--- src/rtl/text_writer.sv ---
// -----------------------------------------------------------------------------
// text_writer
//
// Write-side companion of the text-mode tile layer. Accepts a character stream
// over a valid/ready handshake and writes it into the text buffer through the
// buffer's write port at address {row, col}. A cursor is maintained and the
// control codes LF (0x0A), CR (0x0D), BS (0x08) and FF (0x0C) are interpreted.
// Advancing to a new line clears that line; FF clears the whole screen.
//
// Ports:
//   i_pix_clk     in   pixel clock, all logic on its rising edge
//   i_reset       in   synchronous reset, active-high
//   i_char_valid  in   source presents i_char
//   i_char        in   character or control code (sampled only on accept)
//   o_char_ready  out  block can accept a character this cycle (combinational)
//   o_wr_en       out  text buffer write strobe (registered)
//   o_wr_addr     out  write address {row, col} (registered)
//   o_wr_data     out  write data (registered)
//   o_cursor_col  out  current cursor column
//   o_cursor_row  out  current cursor row
//   o_busy        out  a clear operation is in progress (registered)
//
// Optional build macro:
//   TEXT_WRITER_CLEAR_ON_RESET_EN - when defined, reset starts a full-screen
//   clear (512 writes of CLEAR_CHAR once reset is released). When undefined,
//   reset goes straight to IDLE and leaves the buffer contents untouched.
// -----------------------------------------------------------------------------
module text_writer #(
  parameter int         COL_BITS   = 5,
  parameter int         ROW_BITS   = 4,
  parameter logic [7:0] CLEAR_CHAR = 8'h00
) (
  input  logic                         i_pix_clk,
  input  logic                         i_reset,
  input  logic                         i_char_valid,
  input  logic [7:0]                   i_char,
  output logic                         o_char_ready,
  output logic                         o_wr_en,
  output logic [ROW_BITS+COL_BITS-1:0] o_wr_addr,
  output logic [7:0]                   o_wr_data,
  output logic [COL_BITS-1:0]          o_cursor_col,
  output logic [ROW_BITS-1:0]          o_cursor_row,
  output logic                         o_busy
);

  localparam int AW = ROW_BITS + COL_BITS;

  localparam logic [7:0] CODE_BS = 8'h08;
  localparam logic [7:0] CODE_LF = 8'h0A;
  localparam logic [7:0] CODE_FF = 8'h0C;
  localparam logic [7:0] CODE_CR = 8'h0D;

  localparam logic [COL_BITS-1:0] COL_ZERO = '0;
  localparam logic [COL_BITS-1:0] COL_ONE  = 1;
  localparam logic [COL_BITS-1:0] COL_MAX  = '1;
  localparam logic [ROW_BITS-1:0] ROW_ZERO = '0;
  localparam logic [ROW_BITS-1:0] ROW_ONE  = 1;
  localparam logic [AW-1:0]       CNT_ZERO = '0;
  localparam logic [AW-1:0]       CNT_ONE  = 1;
  localparam logic [AW-1:0]       CNT_MAX  = '1;

  typedef enum logic [1:0] {
    IDLE       = 2'd0,
    CLR_LINE   = 2'd1,
    CLR_SCREEN = 2'd2
  } state_t;

  state_t              state_q, state_d;
  logic [COL_BITS-1:0] col_q, col_d;
  logic [ROW_BITS-1:0] row_q, row_d;
  logic [AW-1:0]       cnt_q, cnt_d;
  logic                wr_en_q, wr_en_d;
  logic [AW-1:0]       wr_addr_q, wr_addr_d;
  logic [7:0]          wr_data_q, wr_data_d;
  logic                busy_q, busy_d;
  logic                accept;

  // Ready is gated by reset so a character presented during reset is never
  // consumed.
  assign o_char_ready = (state_q == IDLE) && !i_reset;
  assign accept       = i_char_valid && o_char_ready;

  // ---------------------------------------------------------------------------
  // Next-state / output logic
  // ---------------------------------------------------------------------------
  always_comb begin
    state_d   = state_q;
    col_d     = col_q;
    row_d     = row_q;
    cnt_d     = cnt_q;
    wr_en_d   = 1'b0;
    wr_addr_d = wr_addr_q;   // address/data hold between writes
    wr_data_d = wr_data_q;

    unique case (state_q)
      IDLE: begin
        if (accept) begin
          unique case (i_char)
            CODE_LF: begin
              // The row register already points at the new line, so the clear
              // walks {row_q, cnt} without a separate target-row register.
              col_d   = COL_ZERO;
              row_d   = row_q + ROW_ONE;
              cnt_d   = CNT_ZERO;
              state_d = CLR_LINE;
            end
            CODE_CR: begin
              col_d = COL_ZERO;
            end
            CODE_BS: begin
              if (col_q != COL_ZERO) begin
                col_d     = col_q - COL_ONE;
                wr_en_d   = 1'b1;
                wr_addr_d = {row_q, col_q - COL_ONE};
                wr_data_d = CLEAR_CHAR;
              end
            end
            CODE_FF: begin
              col_d   = COL_ZERO;
              row_d   = ROW_ZERO;
              cnt_d   = CNT_ZERO;
              state_d = CLR_SCREEN;
            end
            default: begin
              wr_en_d   = 1'b1;
              wr_addr_d = {row_q, col_q};
              wr_data_d = i_char;
              // Column wraps naturally to 0 on the last column.
              col_d     = col_q + COL_ONE;
              if (col_q == COL_MAX) begin
                row_d   = row_q + ROW_ONE;
                cnt_d   = CNT_ZERO;
                state_d = CLR_LINE;
              end
            end
          endcase
        end
      end

      CLR_LINE: begin
        // The character write (if any) was registered on the accepting edge,
        // so the first clear write always lands one cycle later.
        wr_en_d   = 1'b1;
        wr_addr_d = {row_q, cnt_q[COL_BITS-1:0]};
        wr_data_d = CLEAR_CHAR;
        cnt_d     = cnt_q + CNT_ONE;
        if (cnt_q[COL_BITS-1:0] == COL_MAX) begin
          state_d = IDLE;
        end
      end

      CLR_SCREEN: begin
        wr_en_d   = 1'b1;
        wr_addr_d = cnt_q;
        wr_data_d = CLEAR_CHAR;
        cnt_d     = cnt_q + CNT_ONE;
        if (cnt_q == CNT_MAX) begin
          state_d = IDLE;
        end
      end

      default: begin
        state_d = IDLE;
      end
    endcase

    busy_d = (state_d != IDLE);
  end

  // ---------------------------------------------------------------------------
  // State registers
  // ---------------------------------------------------------------------------
  always_ff @(posedge i_pix_clk) begin
    if (i_reset) begin
`ifdef TEXT_WRITER_CLEAR_ON_RESET_EN
      state_q <= CLR_SCREEN;
      busy_q  <= 1'b1;
`else
      state_q <= IDLE;
      busy_q  <= 1'b0;
`endif
      col_q     <= COL_ZERO;
      row_q     <= ROW_ZERO;
      cnt_q     <= CNT_ZERO;
      wr_en_q   <= 1'b0;
      wr_addr_q <= '0;
      wr_data_q <= 8'h00;
    end else begin
      state_q   <= state_d;
      busy_q    <= busy_d;
      col_q     <= col_d;
      row_q     <= row_d;
      cnt_q     <= cnt_d;
      wr_en_q   <= wr_en_d;
      wr_addr_q <= wr_addr_d;
      wr_data_q <= wr_data_d;
    end
  end

  assign o_wr_en      = wr_en_q;
  assign o_wr_addr    = wr_addr_q;
  assign o_wr_data    = wr_data_q;
  assign o_cursor_col = col_q;
  assign o_cursor_row = row_q;
  assign o_busy       = busy_q;

endmodule

--- config.mk ---
export PLATFORM = sky130hd
export DESIGN_NAME = text_writer
export DESIGN_NICKNAME = d
export VERILOG_FILES = /design/src/rtl/text_writer.sv
export SDC_FILE = /design/constraint.sdc
export NUM_CORES = 1
export LEC_CHECK = 0
export ABC_AREA = 1
export ABC_CLOCK_PERIOD_IN_PS = 1600
export CAP_MARGIN = 40
export CORE_ASPECT_RATIO = 0.6
export CORE_UTILIZATION = 45
export DETAILED_ROUTE_END_ITERATION = 8
export DONT_BUFFER_PORTS = 1
export GPL_TIMING_DRIVEN = 1
export HOLD_SLACK_MARGIN = 0.15
export PLACE_DENSITY = 0.73
export SKIP_CTS_REPAIR_TIMING = 1
export SYNTH_ARGS = -nofsm -noshare
export SYNTH_HDL_FRONTEND = slang
export SYNTH_SLANG_ARGS = --single-unit
--- constraint.sdc ---
create_clock -name i_pix_clk -period 1.6 [get_ports i_pix_clk]
set_input_delay 0.08 -clock i_pix_clk [delete_from_list [all_inputs] [get_ports i_pix_clk]]
set_output_delay 0.08 -clock i_pix_clk [all_outputs]
set_load 0.03 [all_outputs]
==> PnR_summary.wiki <==
{| class="wikitable"
! Metric !! Value
|-
| Final instance area || about 0.0033 mm^2
|-
| Fraction of met1 tracks used by global routing || 33.64%
|-
| Routed wire per std cell || ~15 um
|-
| Class of the most critical setup path || reg2reg
|-
| Kind of cell adding the most delay to the critical path || simple AND/OR/NAND/NOR gates
|-
| Maximum Capacitance Violations || 0
|-
| Clock Skews || between 0.007 and 0.008 ns
|-
| Signal arrival time at the worst endpoint || around 2 ns
|-
| Die width || ~100 um
|-
| Total number of clock tree sinks || 39
|-
| Outcome || complete, but fails checks
|-
| Leakage || 0.001490 uW
|-
| Clock insertion delay at the later pin of the skew report || 0.30 ns
|-
| Net count of the mapped netlist || around 400
|-
| Type of element launching the critical path || register
|-
| Power density over the cells || around 630 mW/mm^2
|-
| Dominant register cell in the synthesized netlist || dfxtp_1
|-
| Startpoint of the tightest hold check path || i_reset
|-
| Placeable core region || around 0.0052 mm^2
|-
| Largest cells by area after synthesis || dfxtp_1 31%, nand2_1 12%, inv_1 8.4%
|-
| Normalized max-slew margin || about 70%
|-
| Final #Nets || 439
|-
| Flip-flop and latch count after synthesis || 39
|-
| Count of buffers inserted at the top-level ports || 0
|-
| Endpoint type of the worst setup path || register
|-
| Area Growth Syn to Fin || 30.83%
|-
| Count of standard-cell rows || 20
|-
| Achievable frequency || a little under 600 MHz
|-
| Most used routing layer in global routing || met2
|-
| Share of layout cells above drive strength 1 || 33.65%
|-
| Violations in the final reports || negative hold slack, negative setup slack
|-
| Top cells by count, synth || 79 x nand2_1, 57 x inv_1, 50 x nor2_1, 39 x dfxtp_1, 27 x a21oi_1
|-
| Cells after DPL || between 400 and 500
|-
| Worst reg-to-reg path cell count || 13
|-
| Path class of the lowest-slack min-delay path || in2reg
|-
| Total routing usage reported by global routing || 23.56%
|-
| Final Power || 2075 uW
|-
| Buffers & Inverters on Critical Path || 3
|-
| Number of flops mapped to enable cells by yosys || 0
|-
| Clock transition at the registers of the reported paths || 0.08 ns
|-
| Post-route non-filler standard cell count || slightly below 500
|-
| End of the worst register-to-register path || o_busy
|-
| Number of clock buffers inserted by TritonCTS || 5
|-
| Min-Delay Endpoint || cnt_q[2]
|-
| First-pass GRT wire length || approximately 11 mm
|-
| Critical path, cell by cell || ha_4 > nand2_4 > inv_2 > nand4_1 > nor2_1 > ha_2 > o22ai_2 > inv_1 > nor2_2 > o21ai_1 > a21oi_2 > inv_1 > nand2_1
|-
| Pin count of the biggest net entering global routing || 24
|-
| Launch point of the worst reg-to-reg path || cnt_q[1]
|-
| Length of the first detailed-routing pass in iterations || 5
|-
| Clock Root Buffer || clkbuf_8
|-
| Unrepaired setup endpoints after global routing || true
|-
| Initial antenna violation count || 0
|-
| Via count of the first global-routing pass || around 2.3k
|-
| Worst Setup Slack post-DPL || -0.1656 ns
|-
| Vias/cell || roughly 5.4
|-
| Maximum fanout along the worst path || 2
|-
| Slowest CP cell || dfxtp_2
|-
| Setup violations, final || 5
|-
| Library cell occupying the most area in the post-synthesis netlist || dfxtp_1
|-
| Instance area at placement || around 0.003 mm^2
|-
| Gate count of the mapped netlist || 372
|-
| Number of distinct library cells after synthesis || 36
|-
| Number of warnings issued by yosys || 0
|-
| Minimum period implied by the final worst setup slack || about 1.7 ns
|-
| Most frequent cell on the critical path || inv_1
|-
| Share of the synthesized area in the top cell type || 30.83%
|-
| Netlist area before placement || 0.002532 mm^2
|-
| DP Wirelength || 5.060 mm
|-
| IO Count || 40
|-
| Maximum count of clock buffers along a single path || 2
|-
| Worst-case vdd ir drop || around 0.00033 V
|-
| Number of stages on the worst hold path || 1
|-
| Die height || 60.11 um
|-
| Asr flop ratio synth || 0%
|-
| Number of fill cells in the layout || between 400 and 500
|-
| Initial standard-cell utilization of the core || 48.42%
|-
| Most used standard cell by instance count after synthesis || nand2_1
|-
| Transition at the pin with the smallest max-transition slack || roughly 0.45 ns
|-
| Slew Limit Fails || 0
|-
| Average size of a mapped cell || approximately 7 um^2
|-
| Smallest setup slack after layout || -0.1264 ns
|-
| Met2 track demand over resource in global routing || 35.76%
|-
| Final routed wirelength across all metal layers || about 7.2 mm
|-
| Number of DRC markers after the initial detailed-route iteration || between 100 and 150
|-
| Final period util || 107.9%
|-
| Met3 Resource Use GR || under 10%
|-
| Final Hold Slack || -0.1609 ns
|-
| Endpoints failing hold || 21
|-
| Remaining DRCs || 0
|-
| Number of vias in the routed layout || around 2.6k
|-
| Data required time at the worst endpoint || approximately 1.8 ns
|-
| Global route total overflow || 0
|-
| Routability congestion estimate || between 0.8 and 0.9
|-
| Register-to-register path setup slack || -0.13 ns
|-
| Slowest Stage Delay on Critical Path || ~0.34 ns
|-
| Ant diodes || 0
|-
| Register area share after synthesis || 30.83%
|-
| TritonCTS clock tree || yes
|-
| CTS H-tree depth || 2
|-
| Antenna Nets Post-Route || 0
|-
| Die Outline Area || 0.005942 mm^2
|}
-- logic make-up (layout without fill, tap and decap cells) --
family / after synthesis / in the layout / synth area share, %
AND/OR/NAND/NOR: 187 / 188 / 36.02
buffers and inverters: 70 / 113 / 11.51
AO/OA/AOI/OAI: 60 / 60 / 14.18
flip-flops: 39 / 39 / 30.83
adder cells (fa/ha/maj): 13 / 13 / 6.423
XOR/XNOR: 3 / 3 / 1.038
-- flip-flops by register name, summed over array words and instances, names as in the netlist --
signal,cells
o_cursor_col,5
o_cursor_row,4
state_q,2
o_busy,1
o_wr_en,1
o_wr_data,8
o_wr_addr,9
cnt_q,9
-- per-stage QoR --
stage	utilization [%]	setup TNS, ns
after floorplan	-	-1.205
after global placement	56.17	-0.05034
after detailed placement	56.17	-0.2968
after CTS	57.78	-0.5505
after global routing	63.35	-1.021
final	63.35	-0.1933
-- where the power goes --
group	leakage [uW]	switching [uW]	internal [uW]
registers	0.000321	78.9	1010
clock network	0.0000477	372	299
logic	0.00112	194	126
total	0.00149	644	1430
-- metal layers --
metal	vias up	routed length (um)
li1	1299	-
met1	1200	3413
met2	93	3083
met3	6	608
met4	0	57
met5	-	0
-- final cells by class --
class | count | area, um^2 | share of cell area, %
clock inverters | 3 | 15.01 | 0.4532
inverters | 61 | 249.0 | 7.515
multi-input cells | 264 | 1740 | 52.53
repair buffers | 44 | 364.1 | 10.99
clock buffers | 5 | 68.82 | 2.077
well taps | 66 | 82.58 | 2.492
flip-flops and latches | 39 | 793.3 | 23.94
-- worst max path at each step --
stage,from,endpoint,slack [ns],depth (start not counted)
final,cnt_q[1],o_busy,-0.13,13
after CTS,cnt_q[0],o_busy,-0.19,13
after floorplan,state_q[1],cnt_q[8],-0.12,11
after detailed placement,cnt_q[0],o_busy,-0.17,13
after global placement,cnt_q[0],o_busy,-0.05,13
after global routing,cnt_q[1],o_busy,-0.23,13
-- layout by cell type (no fill, tap or decap), types with 5 or more instances in the layout --
| master | instances |
|---|---|
| nand2_1 | 68 |
| inv_1 | 49 |
| nor2_1 | 48 |
| buf_4 | 41 |
| dfxtp_1 | 33 |
| nand4_1 | 17 |
| a21oi_1 | 17 |
| nand3_1 | 12 |
| nand2_4 | 11 |
| a21oi_2 | 10 |
| o21ai_0 | 8 |
| ha_1 | 7 |
| inv_2 | 6 |
| nor2_2 | 6 |
| nand2_2 | 6 |
| o21ai_2 | 5 |
| clkbuf_8 | 5 |
(Power assumes the default switching activity.)
